## config.mk

```make
export PLATFORM = sky130hd
export DESIGN_NAME = prco_mem_arbiter
export DESIGN_NICKNAME = d
export VERILOG_FILES = /design/src/rtl/prco_mem_arbiter.sv
export SDC_FILE = /design/constraint.sdc
export NUM_CORES = 1
export LEC_CHECK = 0
export ABC_AREA = 0
export CORE_AREA = 3 3 107 109
export CTS_CLUSTER_DIAMETER = 150
export DETAILED_ROUTE_END_ITERATION = 12
export DIE_AREA = 0 0 110 112
export PLACE_DENSITY = 0.59
export SLEW_MARGIN = 20
export SYNTH_ARGS = -nofsm -noshare
export SYNTH_HDL_FRONTEND = slang
export SYNTH_SLANG_ARGS = --single-unit
```

## constraint.sdc

```tcl
create_clock -name i_clk -period 5.4 [get_ports i_clk]
set_clock_uncertainty 0.15 [all_clocks]
set_input_delay 1.08 -clock i_clk [delete_from_list [all_inputs] [get_ports i_clk]]
set_output_delay 1.08 -clock i_clk [all_outputs]
set_load 0.05 [all_outputs]
```

## src/rtl/prco_mem_arbiter.sv

```systemverilog
// Arbitrates one single-port synchronous RAM between instruction fetch and load/store.
// Load/store has fixed priority; a starvation counter forces a fetch grant after STARVE_MAX LS wins.
module prco_mem_arbiter #(
  parameter int AW         = 16,
  parameter int DW         = 16,
  parameter int MEM_LAT    = 2,
  parameter int STARVE_MAX = 4
) (
  input  logic          i_clk,
  input  logic          i_reset_n,
  input  logic          i_en,
  input  logic          i_if_req,
  input  logic [AW-1:0] i_if_addr,
  output logic          q_if_ack,
  output logic [DW-1:0] q_if_rdata,
  input  logic          i_ls_req,
  input  logic          i_ls_we,
  input  logic [AW-1:0] i_ls_addr,
  input  logic [DW-1:0] i_ls_wdata,
  output logic          q_ls_ack,
  output logic [DW-1:0] q_ls_rdata,
  output logic          q_mem_en,
  output logic          q_mem_we,
  output logic [AW-1:0] q_mem_addr,
  output logic [DW-1:0] q_mem_wdata,
  input  logic [DW-1:0] i_mem_rdata,
  output logic          q_stall,
  output logic          q_busy
);

  localparam int WCW = $clog2(MEM_LAT + 1);
  localparam int SCW = $clog2(STARVE_MAX + 1);

  typedef enum logic [1:0] {IDLE, ACCESS, WAIT, ACK} state_t;

  state_t         state, state_nxt;
  logic           grant, grant_ls, last_wait;
  logic           own_ls;
  logic [WCW-1:0] wait_cnt;
  logic [SCW-1:0] starve_cnt;

  always_ff @(posedge i_clk or negedge i_reset_n) begin
    if (!i_reset_n) state <= IDLE;
    else            state <= state_nxt;
  end

  always_comb begin
    state_nxt = state;
    grant     = 1'b0;
    grant_ls  = 1'b0;
    last_wait = (wait_cnt == '0);
    case (state)
      IDLE: begin
        if (i_en && (i_if_req || i_ls_req)) begin
          grant     = 1'b1;
          grant_ls  = i_ls_req && !(i_if_req && starve_cnt == SCW'(STARVE_MAX));
          state_nxt = ACCESS;
        end
      end
      // q_mem_we is high only during ACCESS, so it tells us whether this access is a store
      ACCESS:  state_nxt = q_mem_we ? ACK : WAIT;
      WAIT:    if (last_wait) state_nxt = ACK;
      ACK:     state_nxt = IDLE;
      default: state_nxt = IDLE;
    endcase
  end

  always_ff @(posedge i_clk or negedge i_reset_n) begin
    if (!i_reset_n) begin
      own_ls      <= 1'b0;
      wait_cnt    <= '0;
      starve_cnt  <= '0;
      q_mem_en    <= 1'b0;
      q_mem_we    <= 1'b0;
      q_mem_addr  <= '0;
      q_mem_wdata <= '0;
      q_if_ack    <= 1'b0;
      q_ls_ack    <= 1'b0;
      q_if_rdata  <= '0;
      q_ls_rdata  <= '0;
    end else begin
      q_mem_en <= 1'b0;
      q_mem_we <= 1'b0;
      q_if_ack <= 1'b0;
      q_ls_ack <= 1'b0;
      if (grant) begin
        own_ls     <= grant_ls;
        q_mem_en   <= 1'b1;
        q_mem_we   <= grant_ls & i_ls_we;
        q_mem_addr <= grant_ls ? i_ls_addr : i_if_addr;
        if (grant_ls) q_mem_wdata <= i_ls_wdata;
        if (!grant_ls || !i_if_req)
          starve_cnt <= '0;
        else if (starve_cnt != SCW'(STARVE_MAX))
          starve_cnt <= starve_cnt + 1'b1;
      end
      if (state == ACCESS) begin
        wait_cnt <= WCW'(MEM_LAT - 1);
        if (q_mem_we) begin
          q_ls_ack <= own_ls;
          q_if_ack <= ~own_ls;
        end
      end
      if (state == WAIT) begin
        wait_cnt <= wait_cnt - 1'b1;
        if (last_wait) begin
          if (own_ls) begin
            q_ls_ack   <= 1'b1;
            q_ls_rdata <= i_mem_rdata;
          end else begin
            q_if_ack   <= 1'b1;
            q_if_rdata <= i_mem_rdata;
          end
        end
      end
    end
  end

  assign q_stall = (i_if_req & ~q_if_ack) | (i_ls_req & ~q_ls_ack);
  assign q_busy  = (state != IDLE);

endmodule

```

==> qor.txt, run 1 <==
status: complete, no violations
count of mapped cells out of synthesis: 226
worst setup margin: 1.30 ns
RSZ-0062 raised after global routing: false
# diodes: 0
gp weighted congestion: 0.723
dpl cells: 496
P_int: 1980 µW
CTS H-Tree Depth: 3
num rows: 38
hold path depth: 1
Post-CTS Setup Inserts: 0
Antenna Nets Post-Route: 0
Yosys cell types: 32
PortBufs: 139
share of total power in sequential cells: 27.8%
DR iter-0 viols: 71
vias: 2,355
vias in the first global route: 2,580
final hold viol count: 0
clk sinks: 76
layout cell share with drive strength beyond 1: 18.6%
TritonCTS buffer count: 9
Sw Ratio: 44.2%
CP required: 4.17 ns
sw power: 1570 µW
Peak Freq: 0.244 GHz
pre-CTS setup slack: 1.28 ns
CP startpoint: i_ls_req
clock power share: 16.9%
Fin Setup TNS: 0 ns
Die ar.: 0.0123 mm²
Min-Delay Path Class: reg2reg
GRT overflow: 0
Core ar.: 0.0107 mm²
final std cells w/o fill: 510
post-CTS sizing: 0
syn_area_per_cell: 14.1 µm²
fin. max-slew vios: 0
number of remaining DRC errors: 0
Reg clk slew, reported paths: 0.07 ns
CTS Root Cell: clkbuf_8
P per Cell Area: 717 mW/mm²
yosys warns: 0
Final min period: 4.10 ns
Nets: 444
hold path startpoint: q_mem_wdata[2]
WL final: 7970 µm
first-pass GRT wire length: 13,000 µm
Die Wd: 110 µm
post-synthesis register bit count: 76
die height: 112 µm
Worst Reg-to-Reg Cells: 4
CTS tree: built
Avg Vias per Cell: 4.62
Post-Syn Nets: 303
cts hold-fix bufs: 0
Initial Utilization: 29.7%
final instance area: 0.00494 mm²
reg2reg start: state[0]
max-cap violations: 0
overall routing resource usage: 13.5%
Worst-Skew Late Latency: 0.33 ns
mapped cell area: 0.00318 mm²
HPWL Detailed: 5710 µm
fin crit share: 76.0%
cell taking the most area after synthesis: dfrtp_1
endpoint type of the worst setup path: output pin
post-synthesis sequential area ratio: 59.9%
Worst Max-Slew Pin Slew: 0.960 ns
critical path type: in2out
Lkg Pwr: 0.00211 µW
Layout area overhead: 55.6%
Placed Area: 0.00467 mm²
initial antenna violation count: 0
clk buf depth: 2
pin count of the biggest net entering global routing: 77
relative slew slack: 36.0%
ranking of synthesized cells by area: dfrtp_1, mux2_2, mux2_4
TritonRoute pass-1 iters: 4
I/O Pins: 140
Peak VDD IR: 0.347 mV
combinational share of power: 55.3%
Startpoint Class: input port
Worst EP arrival: 2.87 ns
WL per Instance: 15.6 µm
setup violators final: 0
Max FO, Critical Path: 10
Synth top area share: 59.9%
## critical path, cell delays in order
cell and delay [ns]:
clkdlybuf4s50_1 0.66, inv_1 0.17, o22ai_1 0.14, clkdlybuf4s50_1 0.83
## layer usage
layer	track usage [%]	share of wire, %	vias to the layer above	wire length (µm)
met5	0	0	-	0
met4	5.15	1.7	0	137
met3	3.30	6.4	11	509
met2	22.0	49	84	3860
met1	17.2	43	1158	3450
li1	-	-	1102	-
## per-stage QoR
stage	power, µW	utilization (%)	hold WS, ns
final	3540	46.2	0.358
after global routing	3730	46.2	0.374
after CTS	3590	46.2	0.360
after detailed placement	2980	43.6	0.343
after global placement	2950	43.6	0.335
after floorplan	2300	-	0.304
## area by class of cell
class	count	area, µm²
fillers	992	5760
flip-flops and latches	76	1900
repair buffers	140	1400
multi-input cells	130	1150
well taps	140	175
clock inverters	5	150
clock buffers	9	124
inverters	10	37.5
## synth_stat cells (all sizes together)
master	instances
dfrtp	76
mux2	49
and3	13
a221o	10
inv	10
o21ai	9
a21oi	8
buf	8
nor2	8
ha	7
a31oi	6
nand3	3
a211oi	2
a32o	2
clkbuf	2
nand3b	2
nor2b	2
a21o	1
a22oi	1
a2bb2oi	1
and2	1
nand4	1
o211ai	1
o21a	1
o22ai	1
xor2	1
## state kept, by name, summed over array words and instances, names as in the netlist
register,flops
own_ls,1
q_if_ack,1
q_if_rdata,16
q_ls_ack,1
q_ls_rdata,16
q_mem_addr,16
q_mem_en,1
q_mem_wdata,16
q_mem_we,1
starve_cnt,3
state,2
wait_cnt,2
## worst paths after layout
kind                                  endpoint  slack, ns
worst max-delay path                   q_stall       1.30
worst min-delay path            q_mem_wdata[2]       0.36
worst max register to register  q_ls_rdata[14]       3.11
worst min register to register  q_mem_wdata[2]       0.36
max in group asynchronous       q_mem_wdata[7]       3.74
min in group asynchronous       q_mem_addr[10]       0.75
## cells in the final DEF (no fill, tap or decap), drive strengths merged
master | synthesis | routed
a211oi | 2 | 2
a21o | 1 | 1
a21oi | 8 | 8
a221o | 10 | 10
a22oi | 1 | 1
a2bb2oi | 1 | 1
a31oi | 6 | 6
a32o | 2 | 2
and2 | 1 | 1
and3 | 13 | 13
buf | 8 | 2
bufinv | 0 | 5
clkbuf | 2 | 9
clkdlybuf4s50 | 0 | 138
dfrtp | 76 | 76
ha | 7 | 7
inv | 10 | 10
mux2 | 49 | 49
nand3 | 3 | 3
nand3b | 2 | 2
nand4 | 1 | 1
nor2 | 8 | 8
nor2b | 2 | 2
o211ai | 1 | 1
o21a | 1 | 1
o21ai | 9 | 9
o22ai | 1 | 1
xor2 | 1 | 1
## power groups by stage
stage               clock network, µW  registers, µW  logic [µW]
floorplan                           0           1860         437
global placement                    0            991        1960
detailed placement                  0            999        1980
CTS                               616            992        1980
global route                      645           1030        2060
finish                            598            987        1960
## cells by family after synthesis
logic type	count (synthesis)	share of synthesized area (%)
buffers and inverters	20	3.74
adders and majority gates	7	2.76
DFF	76	59.9
AOI/OAI and AO/OA	43	9.65
and+or+nand+nor	30	5.48
xor gates and xnor gates	1	0.276
muxes	49	18.2
No activity file was read; power rests on OpenSTA's default activity.
==> run 2: changes to the inputs <==
--- a/config.mk
+++ b/config.mk
@@ -10,7 +10,7 @@
 export CTS_CLUSTER_DIAMETER = 150
 export DETAILED_ROUTE_END_ITERATION = 12
 export DIE_AREA = 0 0 110 112
-export PLACE_DENSITY = 0.59
+export PLACE_DENSITY = 0.61
 export SLEW_MARGIN = 20
 export SYNTH_ARGS = -nofsm -noshare
 export SYNTH_HDL_FRONTEND = slang
==> constraint.sdc (replaced) <==
create_clock -name i_clk -period 3.7 [get_ports i_clk]
set_clock_uncertainty 0.15 [all_clocks]
set_input_delay 0.74 -clock i_clk [delete_from_list [all_inputs] [get_ports i_clk]]
set_output_delay 0.74 -clock i_clk [all_outputs]
set_load 0.05 [all_outputs]
==> run 2 against run 1 <==
Sequential power increased by 46%. Hold slack got worse by 0.0015 ns. Clock-buffer cell count is 5 higher. Non-clock buffer count is the same. Wire length shrank 1.4%.
==> qor.txt, run 2 (same netlist as run 1, synthesis figures left out) <==
Core ar.: 0.0107 mm² (unchanged)
Worst EP arrival: 1.98 ns (-0.89 ns)
final hold viol count: 0 (unchanged)
dpl cells: 496 (unchanged)
PortBufs: 139 (unchanged)
Reg clk slew, reported paths: 0.07 ns (about the same)
setup violators final: 0 (unchanged)
relative slew slack: 35.6% (-0.42 points)
worst setup margin: 0.834 ns (-0.464 ns)
Max FO, Critical Path: 10 (unchanged)
CP required: 2.81 ns (-1.36 ns)
# diodes: 0 (unchanged)
final hold slack: 0.356 ns (-0.00145 ns)
vias in the first global route: 2,479 (-3.9%)
number of remaining DRC errors: 0 (unchanged)
Layout area overhead: 52.0%
layout cell share with drive strength beyond 1: 18.3% (-0.37 points)
endpoint type of the worst setup path: output pin
fin crit share: 77.5%
Worst Max-Slew Pin Slew: 0.967 ns (+0.00628 ns)
gp weighted congestion: 0.707 (-2.1%)
HPWL Detailed: 5600 µm (-2.0%)
critical path type: in2out
Lkg Pwr: 0.00206 µW (-2.4%)
Peak Freq: 0.349 GHz
CTS Root Cell: clkbuf_8
Initial Utilization: 29.7% (unchanged)
Avg Vias per Cell: 4.62 (about the same)
Fin Setup TNS: 0 ns (unchanged)
fin. max-slew vios: 0 (unchanged)
pin count of the biggest net entering global routing: 77 (unchanged)
Nets: 444 (unchanged)
Min-Delay Path Class: reg2reg
routing usage on met1: 17.7% (+0.49 points)
CTS tree: built
Startpoint Class: input port
GRT overflow: 0 (unchanged)
CTS H-Tree Depth: 3 (unchanged)
overall routing resource usage: 13.3% (-0.25 points)
Die ar.: 0.0123 mm² (unchanged)
initial antenna violation count: 0 (unchanged)
final instance area: 0.00483 mm² (-2.3%)
max-cap violations: 0 (unchanged)
Worst-Skew Late Latency: 0.34 ns (about the same)
first-pass GRT wire length: 12,700 µm (-2.5%)
cts hold-fix bufs: 0 (unchanged)
Post-CTS Setup Inserts: 0 (unchanged)
grt met3 use: 4.17% (+0.87 points)
Antenna Nets Post-Route: 0 (unchanged)
RSZ-0062 raised after global routing: false
pre-CTS setup slack: 0.731 ns (-0.552 ns)
register-to-register setup slack: 1.42 ns (-1.69 ns)
Die Wd: 110 µm (unchanged)
Final min period: 2.87 ns
clk buf depth: 2 (unchanged)
final std cells w/o fill: 512 (+0.39%)
grt peak-use layer: met2
num rows: 38 (unchanged)
met2 Use GR: 20.5% (-1.5 points)
TritonRoute pass-1 iters: 4 (unchanged)
I/O Pins: 140 (unchanged)
commonest non-fill, non-tap cell in the layout: clkdlybuf4s50_1
DR iter-0 viols: 64 (-9.9%)
Placed Area: 0.00466 mm² (about the same)
TritonCTS buffer count: 9 (unchanged)
P per Cell Area: 1000 mW/mm² (+40%)
vias: 2,365 (+0.42%)
post-CTS sizing: 0 (unchanged)
WL per Instance: 15.3 µm (-1.8%)
die height: 112 µm (unchanged)
clk sinks: 76 (unchanged)
most frequent cells in the layout: clkdlybuf4s50_1, dfrtp_1, mux2_2, and3_1
WL final: 7850 µm (-1.4%)
status: complete, no violations
Peak VDD IR: 0.614 mV (+77%)
## run 2: worst max-delay path, cell delays in order
cell	delay, ns
clkdlybuf4s50_1	0.68
inv_1	0.18
o22ai_1	0.14
buf_4	0.22
## run 2: where the power goes
part	switching [µW]	internal [µW]
combinational	1770	1080
sequential	212	1230
clock	288	261
total	2270	2570
## run 2: layout make-up
type / instances / area, µm²
fillers: 976 / 5870
flip-flops and latches: 76 / 1900
clock inverters: 2 / 10.0
inverters: 10 / 37.5
well taps: 140 / 175
clock buffers: 14 / 153
multi-input cells: 130 / 1150
repair buffers: 140 / 1390
## run 2: metrics by stage
step	util, %	power, µW
after floorplan	-	3350
after global placement	43.6	4300
after detailed placement	43.6	4330
after CTS	45.1	4910
after global routing	45.1	5110
final	45.1	4840
## run 2: routing by layer
metal  wire [µm]  up-vias  part of all wire, %
met5           0        -                    0
met4          58        0                 0.74
met3         627        6                  8.0
met2        3740       82                   48
met1        3430     1172                   44
li1            -     1105                    -
## run 2: final timing paths
kind,depth (start not counted),endpoint,start
worst max-delay path,4,q_stall,i_ls_req
worst min-delay path,1,q_if_rdata[14],q_if_rdata[14]
worst max register to register,4,q_if_rdata[4],state[0]
worst min register to register,1,q_if_rdata[14],q_if_rdata[14]
max in group asynchronous,1,q_if_rdata[9],i_reset_n
min in group asynchronous,1,q_mem_en,i_reset_n
==> run 3: changes to the inputs <==
--- a/config.mk
+++ b/config.mk
@@ -10,7 +10,7 @@
 export CTS_CLUSTER_DIAMETER = 150
 export DETAILED_ROUTE_END_ITERATION = 12
 export DIE_AREA = 0 0 110 112
-export PLACE_DENSITY = 0.61
+export PLACE_DENSITY = 0.59
 export SLEW_MARGIN = 20
 export SYNTH_ARGS = -nofsm -noshare
 export SYNTH_HDL_FRONTEND = slang
==> constraint.sdc (replaced) <==
create_clock -name i_clk -period 3 [get_ports i_clk]
set_clock_uncertainty 0.15 [all_clocks]
set_input_delay 0.6 -clock i_clk [delete_from_list [all_inputs] [get_ports i_clk]]
set_output_delay 0.6 -clock i_clk [all_outputs]
set_load 0.05 [all_outputs]
==> run 3 against run 2 <==
Global-route usage hardly changed. Via count up 0.72%. Cell count is 0.98% higher. Clock power rose by 58%. Combinational power increased by 24%. Final area up 2.9%.
==> qor.txt, run 3 (same netlist as run 1, synthesis figures left out) <==
Routed met3 length: 530 µm (-15%)
Antenna Nets Post-Route: 0 (unchanged)
Die ar.: 0.0123 mm² (unchanged)
most frequent cells in the layout: clkdlybuf4s50_1, dfrtp_1, mux2_2, and3_1, clkbuf_8
initial antenna violation count: 0 (unchanged)
num rows: 38 (unchanged)
Routed met2 length: 4030 µm (+7.8%)
Worst-Skew Late Latency: 0.34 ns (about the same)
TritonCTS buffer count: 9 (unchanged)
first-pass GRT wire length: 12,700 µm (about the same)
die height: 112 µm (unchanged)
R2R Path End: q_mem_wdata[4]
relative slew slack: 64.6% (+29 points)
Startpoint Class: register
Final min period: 2.71 ns
Peak Freq: 0.369 GHz
# diodes: 0 (unchanged)
vias: 2,382 (+0.72%)
Initial Utilization: 29.7% (unchanged)
commonest non-fill, non-tap cell in the layout: clkdlybuf4s50_1
Fin Setup TNS: 0 ns (unchanged)
overall routing resource usage: 13.3% (+0.022 points)
CTS Root Cell: clkbuf_8
top sig layer: met4
fin. max-slew vios: 0 (unchanged)
RSZ-0062 raised after global routing: false
final hold slack: 0.0482 ns (-0.308 ns)
Avg Vias per Cell: 4.61 (-0.26%)
final hold viol count: 0 (unchanged)
status: complete, no violations
Core ar.: 0.0107 mm² (unchanged)
vias in the first global route: 2,554 (+3.0%)
endpoint type of the worst setup path: output pin
P per Cell Area: 1250 mW/mm² (+24%)
TritonRoute pass-1 iters: 4 (unchanged)
post-CTS sizing: 0 (unchanged)
Post-CTS Setup Inserts: 0 (unchanged)
clk buf depth: 2 (unchanged)
register-to-register setup slack: 0.94 ns (-0.48 ns)
cts hold-fix bufs: 0 (unchanged)
CTS H-Tree Depth: 3 (unchanged)
Min-Delay Path Class: in2async
Worst EP arrival: 1.96 ns (-0.02 ns)
number of remaining DRC errors: 0 (unchanged)
WL final: 8130 µm (+3.5%)
gp weighted congestion: 0.713 (+0.82%)
max-cap violations: 0 (unchanged)
Worst Max-Slew Pin Slew: 0.530 ns (-0.437 ns)
HPWL Detailed: 5820 µm (+3.9%)
Worst Reg-to-Reg Cells: 5 (+1)
Layout area overhead: 56.3%
GRT overflow: 0 (unchanged)
I/O Pins: 140 (unchanged)
layout cell share with drive strength beyond 1: 20.4% (+2.1 points)
PortBufs: 139 (unchanged)
Peak VDD IR: 0.511 mV (-17%)
clk sinks: 76 (unchanged)
fin crit share: 90.3%
DR iter-0 viols: 54 (-16%)
Die Wd: 110 µm (unchanged)
setup violators final: 0 (unchanged)
critical path type: reg2out
Max FO, Critical Path: 5 (-5)
WL per Instance: 15.7 µm (+2.5%)
reg2reg start: state[0]
Lkg Pwr: 0.00213 µW (+3.2%)
CTS tree: built
Reg clk slew, reported paths: 0.07 ns (about the same)
CP required: 2.25 ns (-0.56 ns)
Nets: 450 (+1.4%)
M1 wire length: 3440 µm (+0.50%)
fillers: 1,001 (+2.6%)
pin count of the biggest net entering global routing: 77 (unchanged)
[run 3: metrics by stage]
stage | cells | utilization [%] | power [µW] | area (µm²) | setup slack [ns]
floorplan | 226 | - | 4130 | 3180 | 0.700
global placement | 501 | 44.1 | 5320 | 4710 | 0.395
global route | 517 | 46.4 | 6510 | 4960 | 0.203
detailed placement | 501 | 44.1 | 5370 | 4710 | 0.374
finish | 517 | 46.4 | 6190 | 4960 | 0.290
CTS | 516 | 46.2 | 6280 | 4940 | 0.255
[run 3: power breakdown]
| group | leakage, µW | total (µW) | switching [µW] | internal, µW |
|---|---|---|---|---|
| Clock | 0.000111 | 870 | 362 | 508 |
| Sequential | 0.000907 | 1780 | 269 | 1520 |
| Combinational | 0.00111 | 3540 | 2190 | 1350 |
[run 3: cell type report]
class | count | area [µm²] | area share (%)
clock inverters | 4 | 72.6 | 1.46
well taps | 140 | 175 | 3.53
inverters | 10 | 37.5 | 0.756
repair buffers | 146 | 1470 | 29.6
flip-flops and latches | 76 | 1900 | 38.3
multi-input cells | 130 | 1150 | 23.3
clock buffers | 11 | 151 | 3.05
[run 3: worst max-delay path by stage]
stage	from	endpoint	slack, ns	depth (start not counted)
5_1_grt	state[0]	q_busy	0.20	4
3_5_place_dp	i_if_req	q_mem_wdata[3]	0.37	4
3_3_place_gp	i_if_req	q_mem_wdata[4]	0.40	4
2_1_floorplan	i_ls_req	q_stall	0.70	3
6_report	state[0]	q_busy	0.29	4
4_1_cts	state[0]	q_busy	0.25	4
[run 3: critical path, cell delays in order, from the launching register on]
cell and delay (ns):
dfrtp_1 0.38, inv_1 0.10, ha_1 0.26, inv_1 0.08, clkdlybuf4s50_1 0.81
[run 3: per-layer routing]
layer | vias up | GRT usage (%)
met3 | 12 | 3.59
li1 | 1119 | -
met2 | 84 | 21.9
met4 | 0 | 4.99
met5 | - | 0
met1 | 1167 | 16.5
